<file path="src/rtl/or_bist_vecgen.sv">
// Vector index counter for the OR self-test; splits the index into operands a (high) and b (low).
module or_bist_vecgen #(
  parameter int unsigned WIDTH = 4
) (
  input  logic             clk,
  input  logic             rst,
  input  logic             inc_i,
  input  logic             clr_i,
  output logic [WIDTH-1:0] a_o,
  output logic [WIDTH-1:0] b_o,
  output logic             last_o
);
  logic [2*WIDTH-1:0] idx_q, idx_d;

  always_comb begin
    idx_d = idx_q;
    if (clr_i)      idx_d = '0;
    else if (inc_i) idx_d = idx_q + (2*WIDTH)'(1);
  end

  always_ff @(posedge clk or posedge rst) begin
    if (rst) idx_q <= '0;
    else     idx_q <= idx_d;
  end

  assign a_o    = idx_q[2*WIDTH-1:WIDTH];
  assign b_o    = idx_q[WIDTH-1:0];
  assign last_o = &idx_q;
endmodule

</file>
<file path="config.mk">
export PLATFORM = sky130hd
export DESIGN_NAME = or_bist_vecgen
export DESIGN_NICKNAME = d
export VERILOG_FILES = /design/src/rtl/or_bist_vecgen.sv
export SDC_FILE = /design/constraint.sdc
export NUM_CORES = 1
export LEC_CHECK = 0
export BUFFER_PORTS_ARGS = -buffer_cell sky130_fd_sc_hd__buf_2
export CAP_MARGIN = 5
export CORE_AREA = 3 3 40 42
export CTS_CLUSTER_SIZE = 20
export DETAILED_ROUTE_END_ITERATION = 12
export DIE_AREA = 0 0 43 45
export GPL_ROUTABILITY_DRIVEN = 1
export SETUP_SLACK_MARGIN = 0.05
export SLEW_MARGIN = 20
export SYNTH_ARGS = -nofsm -noshare
export SYNTH_HDL_FRONTEND = slang
export SYNTH_SLANG_ARGS = --single-unit
</file>
<file path="constraint.sdc">
create_clock -name clk -period 1 [get_ports clk]
set_input_delay 0.05 -clock clk [delete_from_list [all_inputs] [get_ports clk]]
set_output_delay 0.05 -clock clk [all_outputs]
set_load 0.02 [all_outputs]
</file>
* Yosys cells after proc, flatten, opt, wreduce, memory -nomap -nowiden
Cells that the tools add are included.
Word-level totals: register bits 8, bits of input ports 4, logic and storage cells 6
Cells by class: $add $sub $neg 1, multiplexer cells 2, reductions and logical operators 2
Operators by type and width (count):
- two-way mux 8 bit | 2
- adder 8 x 1 -> 8 bit, second input constant | 1
- AND reduction 8 bit | 1
- nonzero test 2 bit | 1

* Longest topological paths before layout
Gate-level depths: netlist (run 1).
word-level depth 3, mapped depth 4

* Worst setup path after synthesis (run 1)
Ideal clock, no wire load.
path kind register to register, start reg idx_q[0], end reg idx_q[6], library setup time 0.078 ns, arrival 1.256 ns, path slack -0.333 ns, stages on the path, launching flop included 5, path buffers 0, cell sequence dfrtp_1 ha_1 nand3_1 or3_1 a21oi_1
On the way: cells in the longest elaborated chain, start to end 3
RTL lines:
- start: declaration | RTL line 13 | logic [2*WIDTH-1:0] idx_q, idx_d;
- start signal: assignment | RTL line 23 | else idx_q <= idx_d;
- adder 8 x 1 -> 8 bit | RTL line 18 | else if (inc_i) idx_d = idx_q + (2*WIDTH)'(1);
- two-way mux 8 bit | RTL line 18
- two-way mux 8 bit | RTL line 17 | if (clr_i) idx_d = '0;
Every way passes these cells. The select of a mux whose other input is x is not followed. A chain may end at the register's enable or synchronous reset.

* Worst setup path after layout (run 1)
start reg idx_q[6], end reg idx_q[6]
Same word-level chain as after synthesis.

==> results of run 1 <==
-- area by class of cell --
class,instances,area [sq um]
clock buffer,4,26.3
sequential,8,208
timing repair buffer,28,251
multi-input combinational,29,223
fill,114,554
inverter,1,3.75
tap,15,18.8
-- routing by layer --
metal / routed length, um / up-vias
met1: 466 / 203
met5: 0 / -
met2: 634 / 15
met3: 80 / 2
met4: 14 / 0
li1: - / 199
-- cell usage after synthesis --
cell type	count
nand3_1	3
mux2i_1	1
nand2_1	2
xnor2_1	1
buf_1	1
or3_1	3
dfrtp_1	8
xor2_1	3
a21oi_1	3
ha_1	1
buf_4	1
o21ai_0	3
nand4_1	2
inv_1	1
nand4_2	1
nor2_1	6
-- worst max-delay path by stage --
stage	cells after the start	start	slack, ps	end
CTS	4	idx_q[0]	-190	last_o
floorplan	4	idx_q[0]	-170	idx_q[6]
finish	4	idx_q[6]	-190	idx_q[6]
global placement	4	idx_q[1]	-130	idx_q[6]
global route	4	idx_q[0]	-250	last_o
detailed placement	4	idx_q[1]	-170	idx_q[6]
-- cells by family (layout without fill, tap and decap cells) --
kind of cell    Yosys count  after routing  synth area share
simple gates             17             17             0.227
mux                       1              1            0.0256
xor+xnor                  4              4            0.0895
compound gates            6              6            0.0767
fa+ha+maj                 1              1            0.0319
buf+inv                   3             33            0.0383
flops                     8              8             0.511
-- power groups by stage --
stage	sequential (mW)	clock (mW)	combinational, mW
global placement	0.352	0	0.0814
detailed placement	0.352	0	0.0821
global route	0.348	0.311	0.138
CTS	0.346	0.293	0.116
floorplan	0.364	0	0.0361
finish	0.347	0.285	0.123
-- placed cells by master, fill, tap and decap left out, drive strengths merged --
| cell | netlist | routed |
|---|---|---|
| or3 | 3 | 3 |
| xnor2 | 1 | 1 |
| inv | 1 | 1 |
| nor2 | 6 | 6 |
| xor2 | 3 | 3 |
| dfrtp | 8 | 8 |
| nand2 | 2 | 2 |
| a21oi | 3 | 3 |
| mux2i | 1 | 1 |
| o21ai | 3 | 3 |
| nand3 | 3 | 3 |
| dlygate4sd3 | 0 | 1 |
| clkbuf | 0 | 4 |
| buf | 2 | 27 |
| nand4 | 3 | 3 |
| ha | 1 | 1 |
-- per-stage QoR --
step	hold slack [ps]	worst slack (ps)
CTS	49.5	-191
global placement	11.7	-132
floorplan	-135	-173
global route	63.8	-254
finish	47.2	-193
detailed placement	18.9	-172
-- worst reg2reg max path: cells and delay by family (launching register included) --
kind	cells	cell delay [ps]
AO/OA/AOI/OAI	1	120
buffers and inverters	2	250
flip-flops	1	380
AND/OR/NAND/NOR	1	370
-- what timing repair did --
action,4_1_cts,5_1_grt
setup endpoints to repair,11,16
setup buffers,6,3
pin swaps,8,4
hold buffers,1,0
endpoints found under the hold margin,8,0
resized for setup,22,8
==> metrics, run 1 <==
Finished Cell Area between 700 and 800 sq um; Clock power frac 0.378; fin crit period 1190 ps; Int Pwr 0.557 mW; Pwr Density 1030 nW/um^2; Slew Limit Fails 0; hold-critical path depth 2; share of power burned in registers 0.459; Leak Pwr 0.329 nW; cts bufs inserted 3; Min-Delay Path Class in -> reg; first-pass GRT wire length 2010 um; placer congestion estimate 0.651; Comb pwr share 0.163; Skew-Pair Late Insertion Delay between 200 and 300 ps; vias per cell 4.93; WP data arrival 1390 ps; Final WS setup -193 ps; Max-slew headroom 0.781; GRT overflow 0; CP Class reg -> reg; chip width 43 um; layout cells sized above 1 0.629; Max Freq about 840 MHz; Syn Nets 45; CP Capture Type register; Critical R2R Launch idx_q[6]; core region area 1280 sq um; maximum vdd ir drop 1.03 mV; RR Endpoint idx_q[6]; Nets 76; unrepaired setup endpoints after global routing yes; setup TNS -1150 ps; # H-tree levels 1; initial antenna violation count 0; crit-path cells buf_4, buf_6, or3_4, a21oi_2; Seq/Total Area, Yosys 0.511; num rows 13; P_sw ~0.2 mW; post-synth top area cell dfrtp_1; final setup fails 12; Synth area leaders dfrtp_1 51%, xor2_1 6.7%, nor2_1 5.8%, or3_1 4.8%, a21oi_1 3.8%; final non-filler cell total 85; Final Cycle Share 1.19; hold path startpoint clr_i; flops & latches, synth 8; mapped cell area between 300 and 400 sq um; 1st-iter DRT viols 6; status finished with violations; final wirelength ~1200 um; final hold violations 0; Port Buffer Count 12; post-DP HPWL 713 um; failing checks negative setup slack; GRT Max-Usage Layer met2; worst path bufs/invs 2; Synth cell types 16; largest net degree at the start of global routing 9; Max clock buf depth 2; Placed Cells incl. Taps 73; Syn-to-layout area delta 86.6%; max reg flops 8; Reg with most FFs idx_q; clk sinks 8; CP Max Fanout 3; routed via count about 420; R2R Setup Slk -190 ps; die height 45 um; largest registers idx_q x8; Starting Density 0.305; Startpoint Class register; Slowest cell on crit path dfrtp_1; final core utilization 0.569; Total Routing Usage GR 0.145; cell count after synthesis 40; number of synthesis warnings 0; CP peak stage delay 380 ps; DRT Pass-1 Iters 5; post-route antenna net violation count 0; number of remaining DRC errors 0; Wirelength per Cell 14.1 um; Hold EP idx_q[6]; slew at the pin with the worst max-slew slack between 300 and 400 ps; number of top-level pins 13; CTS tree done; family with the most delay on the worst path flip-flops; die area approximately 1900 sq um; worst reg2reg path depth 4; top-area cell type share of the netlist area 0.511; placed cell areas 539 sq um; CTS root buf clkbuf_4; met1 usage 0.158; Final Power 0.755 mW; max-cap violations 0; syn avg cell area around 10 sq um; clock slew at reported path FFs ~60 ps; skew final 3.85 ps; GR Layer Usage met2 0.257; vias in the first global route 462; GRT met3 Usage 0.0757; switch share 0.263; Antenna Cells 0; Worst EP required 1190 ps
Power figures use the tool's default switching activity.
==> run 2, diff against run 1 <==
- PLACE_DENSITY: default -> 0.65
==> run 2 against run 1 <==
The run still ends with negative setup slack left; critical path depth unchanged; routed wire length decreased by 0.42%; largest power group unchanged; largest cell class unchanged; critical endpoint unchanged; fmax about the same.
==> metrics, run 2 (same netlist as run 1, synthesis figures left out) <==
number of top-level pins 13; final core utilization 0.590; # H-tree levels 1; max reg flops 8; placer congestion estimate 0.705; layout cells sized above 1 0.634; unrepaired setup endpoints after global routing yes; chip width around 43 um; largest net degree at the start of global routing 9; Skew-Pair Late Insertion Delay 260 ps; 1st-iter DRT viols 5; largest registers idx_q x8; final setup fails 10; Pwr Density between 900 and 1000 nW/um^2; Final Cycle Share 1.19; Min-Delay Path Class in -> reg; Nets between 70 and 80; CTS tree done; Leak Pwr 0.336 nW; Worst EP required 1180 ps; Wirelength per Cell 13.8 um; final hold violations 0; Total Routing Usage GR 0.138; commonest non-fill, non-tap cell in the layout buf_6; maximum vdd ir drop 0.561 mV; clk sinks 8; die height 45 um; CP Capture Type register; final non-filler cell total 86; vias in the first global route approximately 450; WP data arrival 1370 ps; Slew Limit Fails 0; post-route antenna net violation count 0; CP Class reg -> reg; footprint of the multi-input gates between 200 and 250 sq um; initial antenna violation count 0; die area approximately 1900 sq um; CP Max Fanout 4; vias per cell around 5; commonest cells after routing, fill and taps aside 18 x buf_6, 7 x buf_4, 6 x dfrtp_2; number of remaining DRC errors 0; max-cap violations 0; num rows 13; Starting Density 0.305; Placed Cells incl. Taps 73; failing checks negative setup slack; Max Freq 838 MHz; Max-slew headroom 0.800; clock slew at reported path FFs ~60 ps; fin crit period roughly 1200 ps; post-place setup slack -182 ps; Port Buffer Count 12; Antenna Cells 0; slew at the pin with the worst max-slew slack about 300 ps; Syn-to-layout area delta 93.6%; GRT overflow 0; CTS root buf clkbuf_4; status finished with violations; Final WS setup -193 ps; Reg with most FFs idx_q; Max clock buf depth 2; core region area 1280 sq um; Reg area 208 sq um; DRT Pass-1 Iters 4; routed via count about 430; first-pass GRT wire length ~1900 um; final wirelength 1190 um; cts bufs inserted 3; skew final 4.88 ps; FILL cells approximately 110; post-DP HPWL 702 um; Startpoint Class register
[run 2: cell count changes in the layout (fill, tap and decap cells not counted)]
cell     delta
o21ai_1     +1
buf_4       -3
o21ai_0     -1
buf_6       +5
a21oi_1     -1
a21oi_2     +1
or3_4       -1
or3_1       +1
buf_2       -1
[run 2: timing repair]
action,CTS,global route
pin swaps,11,3
gates resized for setup,26,10
endpoints found under the hold margin,8,0
setup buffers,7,2
hold buffers,1,0
endpoints found under the setup margin,14,17
[run 2: worst paths after layout]
check                           startpoint        to  slack (ps)  cells past startpoint
worst max-delay path              idx_q[1]  idx_q[6]        -190                      4
worst max register to register    idx_q[1]  idx_q[6]        -190                      4
min in group asynchronous              rst  idx_q[4]         270                      3
worst min-delay path                 clr_i  idx_q[5]          60                      2
max in group asynchronous              rst  idx_q[1]         480                      3
worst min register to register    idx_q[7]  idx_q[7]         570                      2
[run 2: final cells by class]
cell class | instances | share of cell area
well taps | 15 | 0.0248
clock buffers | 4 | 0.0347
repair buffers | 29 | 0.370
multi-input cells | 29 | 0.292
inverters | 1 | 0.00495
flip-flops and latches | 8 | 0.274
[run 2: critical path, stage by stage (launching register included)]
cell and delay, ps:
dfrtp_2 410, ha_4 170, nand3_2 70, or3_1 330, a21oi_2 140
[run 2: stage by stage]
stage               setup TNS [ps]  power, mW  instance area (sq um)  hold WS, ps
floorplan                     -562      0.400                    412         -135
global placement              -313      0.431                    539         7.75
detailed placement            -397      0.433                    539         12.2
CTS                           -898      0.734                    717         67.6
global route                 -1510      0.765                    758         61.9
finish                       -1060      0.738                    758         62.2
[run 2: where the power goes]
group          internal, mW  total [mW]  leakage, nW  switching (mW)
Sequential            0.334       0.347        0.101          0.0132
Combinational        0.0634       0.117        0.220          0.0534
Clock                 0.153       0.274       0.0150           0.121
[run 2: metal layers]
metal	vias up	routed length [um]	GRT usage
li1	199	-	-
met1	202	489	0.151
met2	18	598	0.237
met3	7	52	0.0359
met4	0	49	0.0904
met5	-	0	0
